===== config.mk =====
export PLATFORM = sky130hd
export DESIGN_NAME = obi_varlat_one_to_n_demux
export DESIGN_NICKNAME = d
export VERILOG_FILES = /design/src/rtl/obi_pkg.sv /design/src/rtl/obi_addr_decode.sv /design/src/rtl/obi_varlat_one_to_n_demux.sv
export SDC_FILE = /design/constraint.sdc
export NUM_CORES = 1
export LEC_CHECK = 0
export BUFFER_PORTS_ARGS = -buffer_cell sky130_fd_sc_hd__buf_4
export CAP_MARGIN = 40
export CORE_AREA = 10 10 115 117
export DETAILED_ROUTE_END_ITERATION = 6
export DIE_AREA = 0 0 125 127
export MAX_ROUTING_LAYER = met4
export PLACE_DENSITY_LB_ADDON = 0.05
export SYNTH_ARGS = -nofsm -noshare
export SYNTH_HDL_FRONTEND = slang
export SYNTH_HIERARCHICAL = 1
export SYNTH_SLANG_ARGS = --single-unit

===== constraint.sdc =====
create_clock -name clk_i -period 2.5 [get_ports clk_i]
set_input_delay 0.5 -clock clk_i [delete_from_list [all_inputs] [get_ports clk_i]]
set_output_delay 0.5 -clock clk_i [all_outputs]
set_load 0.05 [all_outputs]

===== src/rtl/obi_pkg.sv =====
// Shared OBI bus payload types and the error-responder read data constant.
package obi_pkg;

  localparam logic [31:0] OBI_ERR_RDATA = 32'hDEAD_BEEF;

  typedef struct packed {
    logic        req;
    logic        we;
    logic [3:0]  be;
    logic [31:0] addr;
    logic [31:0] wdata;
  } obi_req_t;

  typedef struct packed {
    logic        gnt;
    logic        rvalid;
    logic [31:0] rdata;
  } obi_resp_t;

endpackage


===== src/rtl/obi_addr_decode.sv =====
// Address range compare with lowest-index priority; NSLAVE means no region hit.
module obi_addr_decode #(
  parameter int unsigned                NSLAVE     = 2,
  parameter logic [NSLAVE-1:0][31:0]    START_ADDR = '0,
  parameter logic [NSLAVE-1:0][31:0]    END_ADDR   = '0,
  localparam int unsigned               TGT_W      = $clog2(NSLAVE + 1)
) (
  input  logic [31:0]      addr_i,
  output logic [TGT_W-1:0] tgt_o
);

  // Walk from the highest index down so the lowest matching region wins.
  always_comb begin
    tgt_o = TGT_W'(NSLAVE);
    for (int i = int'(NSLAVE) - 1; i >= 0; i--) begin
      if (addr_i >= START_ADDR[i] && addr_i < END_ADDR[i]) begin
        tgt_o = TGT_W'(i);
      end
    end
  end

endmodule


===== src/rtl/obi_varlat_one_to_n_demux.sv =====
// One-to-N OBI demux: in-order response routing via an outstanding counter and
// a single-target lock; unmapped accesses are answered by an internal responder.
module obi_varlat_one_to_n_demux
  import obi_pkg::*;
#(
  parameter int unsigned             NSLAVE          = 2,
  parameter int unsigned             MAX_OUTSTANDING = 2,
  parameter logic [NSLAVE-1:0][31:0] START_ADDR      = '0,
  parameter logic [NSLAVE-1:0][31:0] END_ADDR        = '0
) (
  input  logic                   clk_i,
  input  logic                   rst_ni,
  input  obi_req_t               master_req_i,
  output obi_resp_t              master_resp_o,
  output obi_req_t  [NSLAVE-1:0] slave_req_o,
  input  obi_resp_t [NSLAVE-1:0] slave_resp_i,
  output logic                   unmapped_err_o
);

  localparam int unsigned CNT_W = $clog2(MAX_OUTSTANDING + 1);
  localparam int unsigned TGT_W = $clog2(NSLAVE + 1);

  logic [CNT_W-1:0] cnt_q, cnt_d;
  logic [TGT_W-1:0] cur_tgt_q, cur_tgt_d;
  logic             err_pend_q, err_pend_d;

  logic [TGT_W-1:0] tgt;
  logic             busy, accept, tgt_is_err, cur_is_err;
  logic             slv_gnt, slv_rvalid, gnt, rvalid;
  logic [31:0]      slv_rdata;
  logic             spurious_c;

  obi_addr_decode #(
    .NSLAVE     (NSLAVE),
    .START_ADDR (START_ADDR),
    .END_ADDR   (END_ADDR)
  ) u_decode (
    .addr_i (master_req_i.addr),
    .tgt_o  (tgt)
  );

  // Request fan-out, grant/response mux and next-state. Outputs are gated by
  // rst_ni so the whole port set reads zero while reset is held.
  always_comb begin
    busy       = (cnt_q != '0);
    tgt_is_err = (tgt == TGT_W'(NSLAVE));
    cur_is_err = (cur_tgt_q == TGT_W'(NSLAVE));
    accept     = rst_ni && master_req_i.req
                 && (cnt_q < CNT_W'(MAX_OUTSTANDING))
                 && (!busy || tgt == cur_tgt_q);

    slv_gnt    = 1'b0;
    slv_rvalid = 1'b0;
    slv_rdata  = '0;
    for (int i = 0; i < int'(NSLAVE); i++) begin
      slave_req_o[i] = '0;
      if (rst_ni && tgt == TGT_W'(i)) begin
        slave_req_o[i]     = master_req_i;
        slave_req_o[i].req = accept;
        slv_gnt            = slave_resp_i[i].gnt;
      end
      if (cur_tgt_q == TGT_W'(i)) begin
        slv_rvalid = slave_resp_i[i].rvalid;
        slv_rdata  = slave_resp_i[i].rdata;
      end
    end

    gnt    = accept && (tgt_is_err || slv_gnt);
    rvalid = busy && (cur_is_err ? err_pend_q : slv_rvalid);

    master_resp_o        = '0;
    master_resp_o.gnt    = gnt;
    master_resp_o.rvalid = rvalid;
    if (busy) begin
      master_resp_o.rdata = cur_is_err ? OBI_ERR_RDATA : slv_rdata;
    end
    unmapped_err_o = gnt && tgt_is_err;

    cnt_d = cnt_q;
    case ({gnt, rvalid})
      2'b10:   cnt_d = cnt_q + CNT_W'(1);
      2'b01:   cnt_d = cnt_q - CNT_W'(1);
      default: cnt_d = cnt_q;
    endcase
    cur_tgt_d  = gnt ? tgt : cur_tgt_q;
    // The error responder always answers exactly one cycle after its grant.
    err_pend_d = gnt && tgt_is_err;
  end

  always_ff @(posedge clk_i or negedge rst_ni) begin
    if (!rst_ni) begin
      cnt_q      <= '0;
      cur_tgt_q  <= '0;
      err_pend_q <= 1'b0;
    end else begin
      cnt_q      <= cnt_d;
      cur_tgt_q  <= cur_tgt_d;
      err_pend_q <= err_pend_d;
    end
  end

  // A responder rvalid with nothing outstanding toward it is dropped.
  always_comb begin
    spurious_c = 1'b0;
    for (int i = 0; i < int'(NSLAVE); i++) begin
      if (slave_resp_i[i].rvalid && (!busy || cur_tgt_q != TGT_W'(i))) begin
        spurious_c = 1'b1;
      end
    end
  end

  a_spurious_rvalid: assert property (@(posedge clk_i) disable iff (!rst_ni) !spurious_c)
    else $warning("a_spurious_rvalid: responder rvalid without a matching outstanding request");

endmodule


Word-level counts from Yosys, hierarchy flattened
Index checks and enable logic that the tools add are counted.

Add/subtract/negate cells: 2. Order comparisons: 3. Equality and inequality tests: 7. Muxes and demuxes: 13. Reduce and logical (&&, ||, !) cells: 16.

Operators with widths (count): $mux 70 (2); $mux 32 (4); $ge 32x1->1 const B (1); $lt 32x1->1 const B (1); $logic_and 1x1->1 (9); $eq 2x1->1 const B (3); $eq 2x2->1 const B (3); $mux 1 (5); $logic_not 2->1 (2); $pmux 2 s2 (1); $reduce_bool 2->1 (2); $add 2x1->2 const B (1); $eq 2x2->1 (1); $logic_or 1x1->1 (2); $lt 2x2->1 const B (1); $mux 2 (1); $sub 2x1->2 const B (1); $logic_not 1->1 (1).

Register bits: 5. Bits of input ports: 140. Output and inout port bits: 175. Logic and storage cells: 44.

Depth between registers and ports, before layout
Depth after elaboration: 11. Depth in mapped cells: 8. Depth with buffers taken out: 7.

Cells and area by module
Netlist, hierarchy kept.

By module, submodules not included: obi_varlat_one_to_n_demux (instances 1, cells each 292, area each 1914.3 sq um, seq. area each 125.1 sq um); obi_addr_decode (instances 1, cells each 4, area each 22.5 sq um, seq. area each 0.0 sq um).

Least setup slack after synthesis
Ideal clock, no wire load.

Path type: flip-flop to output port. Start: reg cur_tgt_q[0]. End: out unmapped_err_o. Arrival time: 1872 ps. Data required time: 2000 ps. Slack: 128 ps. Stages on the path, launching flop included: 4. Buffers on the path: 0. Cells stage by stage: dfrtp_1 xnor2_1 a21boi_1 nor3b_1.

Longest elaborated chain between the ends: 5.

Ends and longest elaborated chain: from (decl) (line obi_varlat_one_to_n_demux.sv:24) `logic [TGT_W-1:0] cur_tgt_q, cur_tgt_d;`; from (signal assigned) (line obi_varlat_one_to_n_demux.sv:97) `cur_tgt_q <= cur_tgt_d;`; $eq 2x2->1 (line obi_varlat_one_to_n_demux.sv:50) `&& (!busy || tgt == cur_tgt_q);`; $logic_or 1x1->1 (line obi_varlat_one_to_n_demux.sv:50); $logic_and 1x1->1 (line obi_varlat_one_to_n_demux.sv:50); $logic_and 1x1->1 (line obi_varlat_one_to_n_demux.sv:68) `gnt = accept && (tgt_is_err || slv_gnt);`; $logic_and 1x1->1 (line obi_varlat_one_to_n_demux.sv:77) `unmapped_err_o = gnt && tgt_is_err;`; to (decl) (line obi_varlat_one_to_n_demux.sv:17) `output logic unmapped_err_o`.

No other way between the ends.

==> flow_metrics.py <==
metrics = {
    "sta": {
        "worstMarginPinSlew_ns": 1.888,
        "rsz_0062_raised_after_global_routing": "false",
        "timing.slew.headroom_pct": -26.03,
        "achievable-frequency_ghz": 0.4622,
        "finalSetupViolCount": 0,
        "period_minus_slack_ns": 2.163,
        "finalHoldViolations": 0,
        "final-max-slew-violation-count": 143,
        "fin_setup_tns_ns": 0,
        "clock_skew_ns": 0.0006112,
        "final.period_utilization_pct": 86.54,
    },
    "grt": {
        "first_pass_grt_wire_length_mm": 17.71,
        "global_route.overflow_total": 0,
        "pin_count_of_the_biggest_net_entering_global_routing": 71,
        "track_usage_pct": 14.07,
        "initial_antenna_violation_count": 0,
        "via_count_of_the_first_global_routing_pass": 2720,
    },
    "clock_network": {
        "post_cts_resize_count": 0,
        "cts_buffer_depth": 2,
        "worst_skew_late_latency_ns": 0.22,
        "cts_inserted_buffers": 3,
        "cts_tree": "built",
        "post_cts_hold_buffer_count": 0,
        "ctsHtreeMaxLevel": 1,
        "cts.sink_count": 5,
        "cts.repair_timing.setup_buffer_count": 0,
        "cts.root.buffer_cell": "sky130_fd_sc_hd__clkbuf_16",
        "clk_pin_slew_ns": 0.03,
    },
    "logic_synthesis": {
        "synth_top_cell_by_area": "sky130_fd_sc_hd__and2_1",
        "synthMuxAreaShare_pct": 5.814,
        "postSynthCellCount": 296,
        "synthDistinctLibCells": 33,
        "synthXorXnorAreaFrac_pct": 2.261,
        "combinational_family_with_the_most_area_after_synthesis": "simple AND/OR/NAND/NOR gates",
        "synth_edf_count": 0,
        "synthSimpleGateAreaFrac_pct": 58.27,
        "yosys.cell_count.top_type": "sky130_fd_sc_hd__and2_1",
        "synth_commonest_cells": "sky130_fd_sc_hd__and2_1 (138), sky130_fd_sc_hd__a21oi_1 (24), sky130_fd_sc_hd__nand2_1 (24), sky130_fd_sc_hd__o21bai_1 (24), sky130_fd_sc_hd__nor2_1 (11)",
        "post_synth_instance_area_um2": 1937,
        "ys_ff_latch": 5,
        "synth_flop_cell": "sky130_fd_sc_hd__dfrtp_1",
        "post_syn_nets": 437,
        "area_fraction_in_compound_gates_after_synthesis_pct": 17.83,
        "avgSynthCellArea_um2": 6.543,
        "synth_top_cells_by_area": "sky130_fd_sc_hd__and2_1 (45%), sky130_fd_sc_hd__o21bai_1 (9.3%), sky130_fd_sc_hd__dfrtp_1 (6.5%), sky130_fd_sc_hd__a21oi_1 (6.2%), sky130_fd_sc_hd__mux2i_1 (4.7%)",
        "ys.warnings.count": 6,
        "proportion_of_synthesized_flip_flops_having_asynchronous_set_or_reset_pct": 100.0,
        "synth-seq-area-share_pct": 6.460,
        "synth_top_area_share_pct": 44.57,
        "synth-adder-area-share_pct": 0.6460,
    },
    "drt": {
        "totalWireLength_mm": 12.21,
        "dr_total_vias": 2554,
        "count_of_antenna_violating_nets_left_after_detailed_routing": 0,
        "drc": 0,
        "post_drt_wl_per_cell_um": 20.66,
        "drt_pre_antenna_iters": 4,
        "first_iter_violations": 84,
        "vias_per_cell": 4.321,
    },
    "place": {
        "gpl.final_weighted_congestion": 0.8354,
        "dpl.hpwl_mm": 10.49,
        "place.port_buffers": 174,
    },
    "status": {
        "violations_in_the_final_reports": "slew limit",
        "status": "finished, violations left",
    },
    "die": {
        "initial_core_util_pct": 17.41,
        "floorplan.die.height_um": 127,
        "die_area_um2": 15880,
        "core_area_um2": 11130,
        "top_level_ports": 315,
        "rows": 39,
        "die-width_um": 125,
    },
    "layout": {
        "antenna_cells": 0,
        "fraction_of_the_core_area_covered_by_cells_at_the_end_of_the_flow_pct": 30.41,
        "layout_cell_share_with_drive_strength_beyond_1_pct": 42.86,
        "final.fill_count": 1290,
        "finalNetCount": 590,
        "synthToLayoutAreaGrowth_pct": 74.68,
    },
    "power": {
        "power_leakage_nw": 1.649,
        "power_density_nw_per_um2": 443.3,
        "vdd.ir_drop.worst_uv": 327.3,
    },
    "run": {
        "cap_viol_max_count": 0,
    },
    "critical_path": {
        "critical_path_peak_fanout": 25,
        "worst-setup-path-type": "register to output port",
        "cp_data_required_time_ns": 2.00,
        "critical_path.endpoint_type": "output port",
        "ff2ff_path_depth": 7,
        "setup_slack_reg_to_reg_ns": 0.67,
        "critical_path.startpoint_type": "register",
        "cp_data_arrival_time_ns": 1.66,
    },
    "min_path": {
        "worst_hold_path_type": "input pin to asynchronous set/reset pin",
    },
}
## layout by cell type (no fill, tap or decap), drive strengths merged, types with 4 or more instances in the layout
master    n
a21oi    24
and2    138
buf     179
clkbuf    4
dfrtp     5
mux2i     9
nand2    24
nor2     11
nor3b     5
o21bai   24
xnor2     4
## state kept, by name, summed over array words and instances (netlist names)
signal and cells:
cnt_q 2, cur_tgt_q 2, err_pend_q 1
## worst max-delay path: stages (launching register included)
cell	delay, ns
sky130_fd_sc_hd__dfrtp_1	0.45
sky130_fd_sc_hd__buf_4	0.26
sky130_fd_sc_hd__or2_2	0.39
sky130_fd_sc_hd__nor2_1	0.12
sky130_fd_sc_hd__buf_4	0.21
## routing by layer
layer	wire [um]	vias up	global-route usage [%]
met5	0	-	-
met4	76	0	1.355
met3	976	4	4.425
met2	6761	153	26.66
met1	4396	1159	14.40
li1	-	1238	-
## per-stage QoR
stage | setup slack (ns) | hold WS (ns) | total power, W | instance area [um2] | cells
2_1_floorplan | 0.1285 | 0.2044 | 0.0008765 | 1937 | 296
3_3_place_gp | 0.5846 | 0.3322 | 0.001224 | 3304 | 587
3_5_place_dp | 0.5549 | 0.3316 | 0.001228 | 3304 | 587
4_1_cts | 0.3086 | 0.09474 | 0.001495 | 3383 | 591
5_1_grt | 0.2121 | 0.09831 | 0.001591 | 3383 | 591
6_report | 0.3366 | 0.09587 | 0.001500 | 3383 | 591
## layout make-up
cell class	instances	area [um2]	share of cell area, %
timing repair buffer	179	1344	39.72
tap	143	178.9	5.288
sequential	5	125.1	3.698
clock buffer	4	78.83	2.330
multi-input combinational	259	1653	48.85
inverter	1	3.754	0.1109
## final timing paths
check / from / endpoint
setup / recovery: cur_tgt_q[1]$_DFFE_PN0P_ / master_resp_o[8]
hold / removal: rst_ni / cnt_q[0]$_DFFE_PN0P_
setup reg to reg: cur_tgt_q[1]$_DFFE_PN0P_ / cnt_q[1]$_DFFE_PN0P_
hold reg to reg: cnt_q[1]$_DFFE_PN0P_ / cnt_q[1]$_DFFE_PN0P_
max in group asynchronous: rst_ni / cur_tgt_q[0]$_DFFE_PN0P_
min in group clk_i: cnt_q[1]$_DFFE_PN0P_ / cnt_q[1]$_DFFE_PN0P_
## power breakdown
part	total, W	internal, W	switching (W)	leakage, nW
logic	0.00111	0.000370	0.000736	1.56
registers	0.000134	0.000102	0.0000319	0.0550
clock network	0.000260	0.000211	0.0000490	0.0382
## cell families (layout without fill, tap and decap cells)
group	after synthesis	after routing
buffers and inverters	32	184
AO/OA/AOI/OAI	53	53
adder cells (fa/ha/maj)	1	1
XOR/XNOR	5	5
multiplexers	11	11
other	2	2
flip-flops	5	5
AND/OR/NAND/NOR	187	187
(Power assumes the default switching activity.)
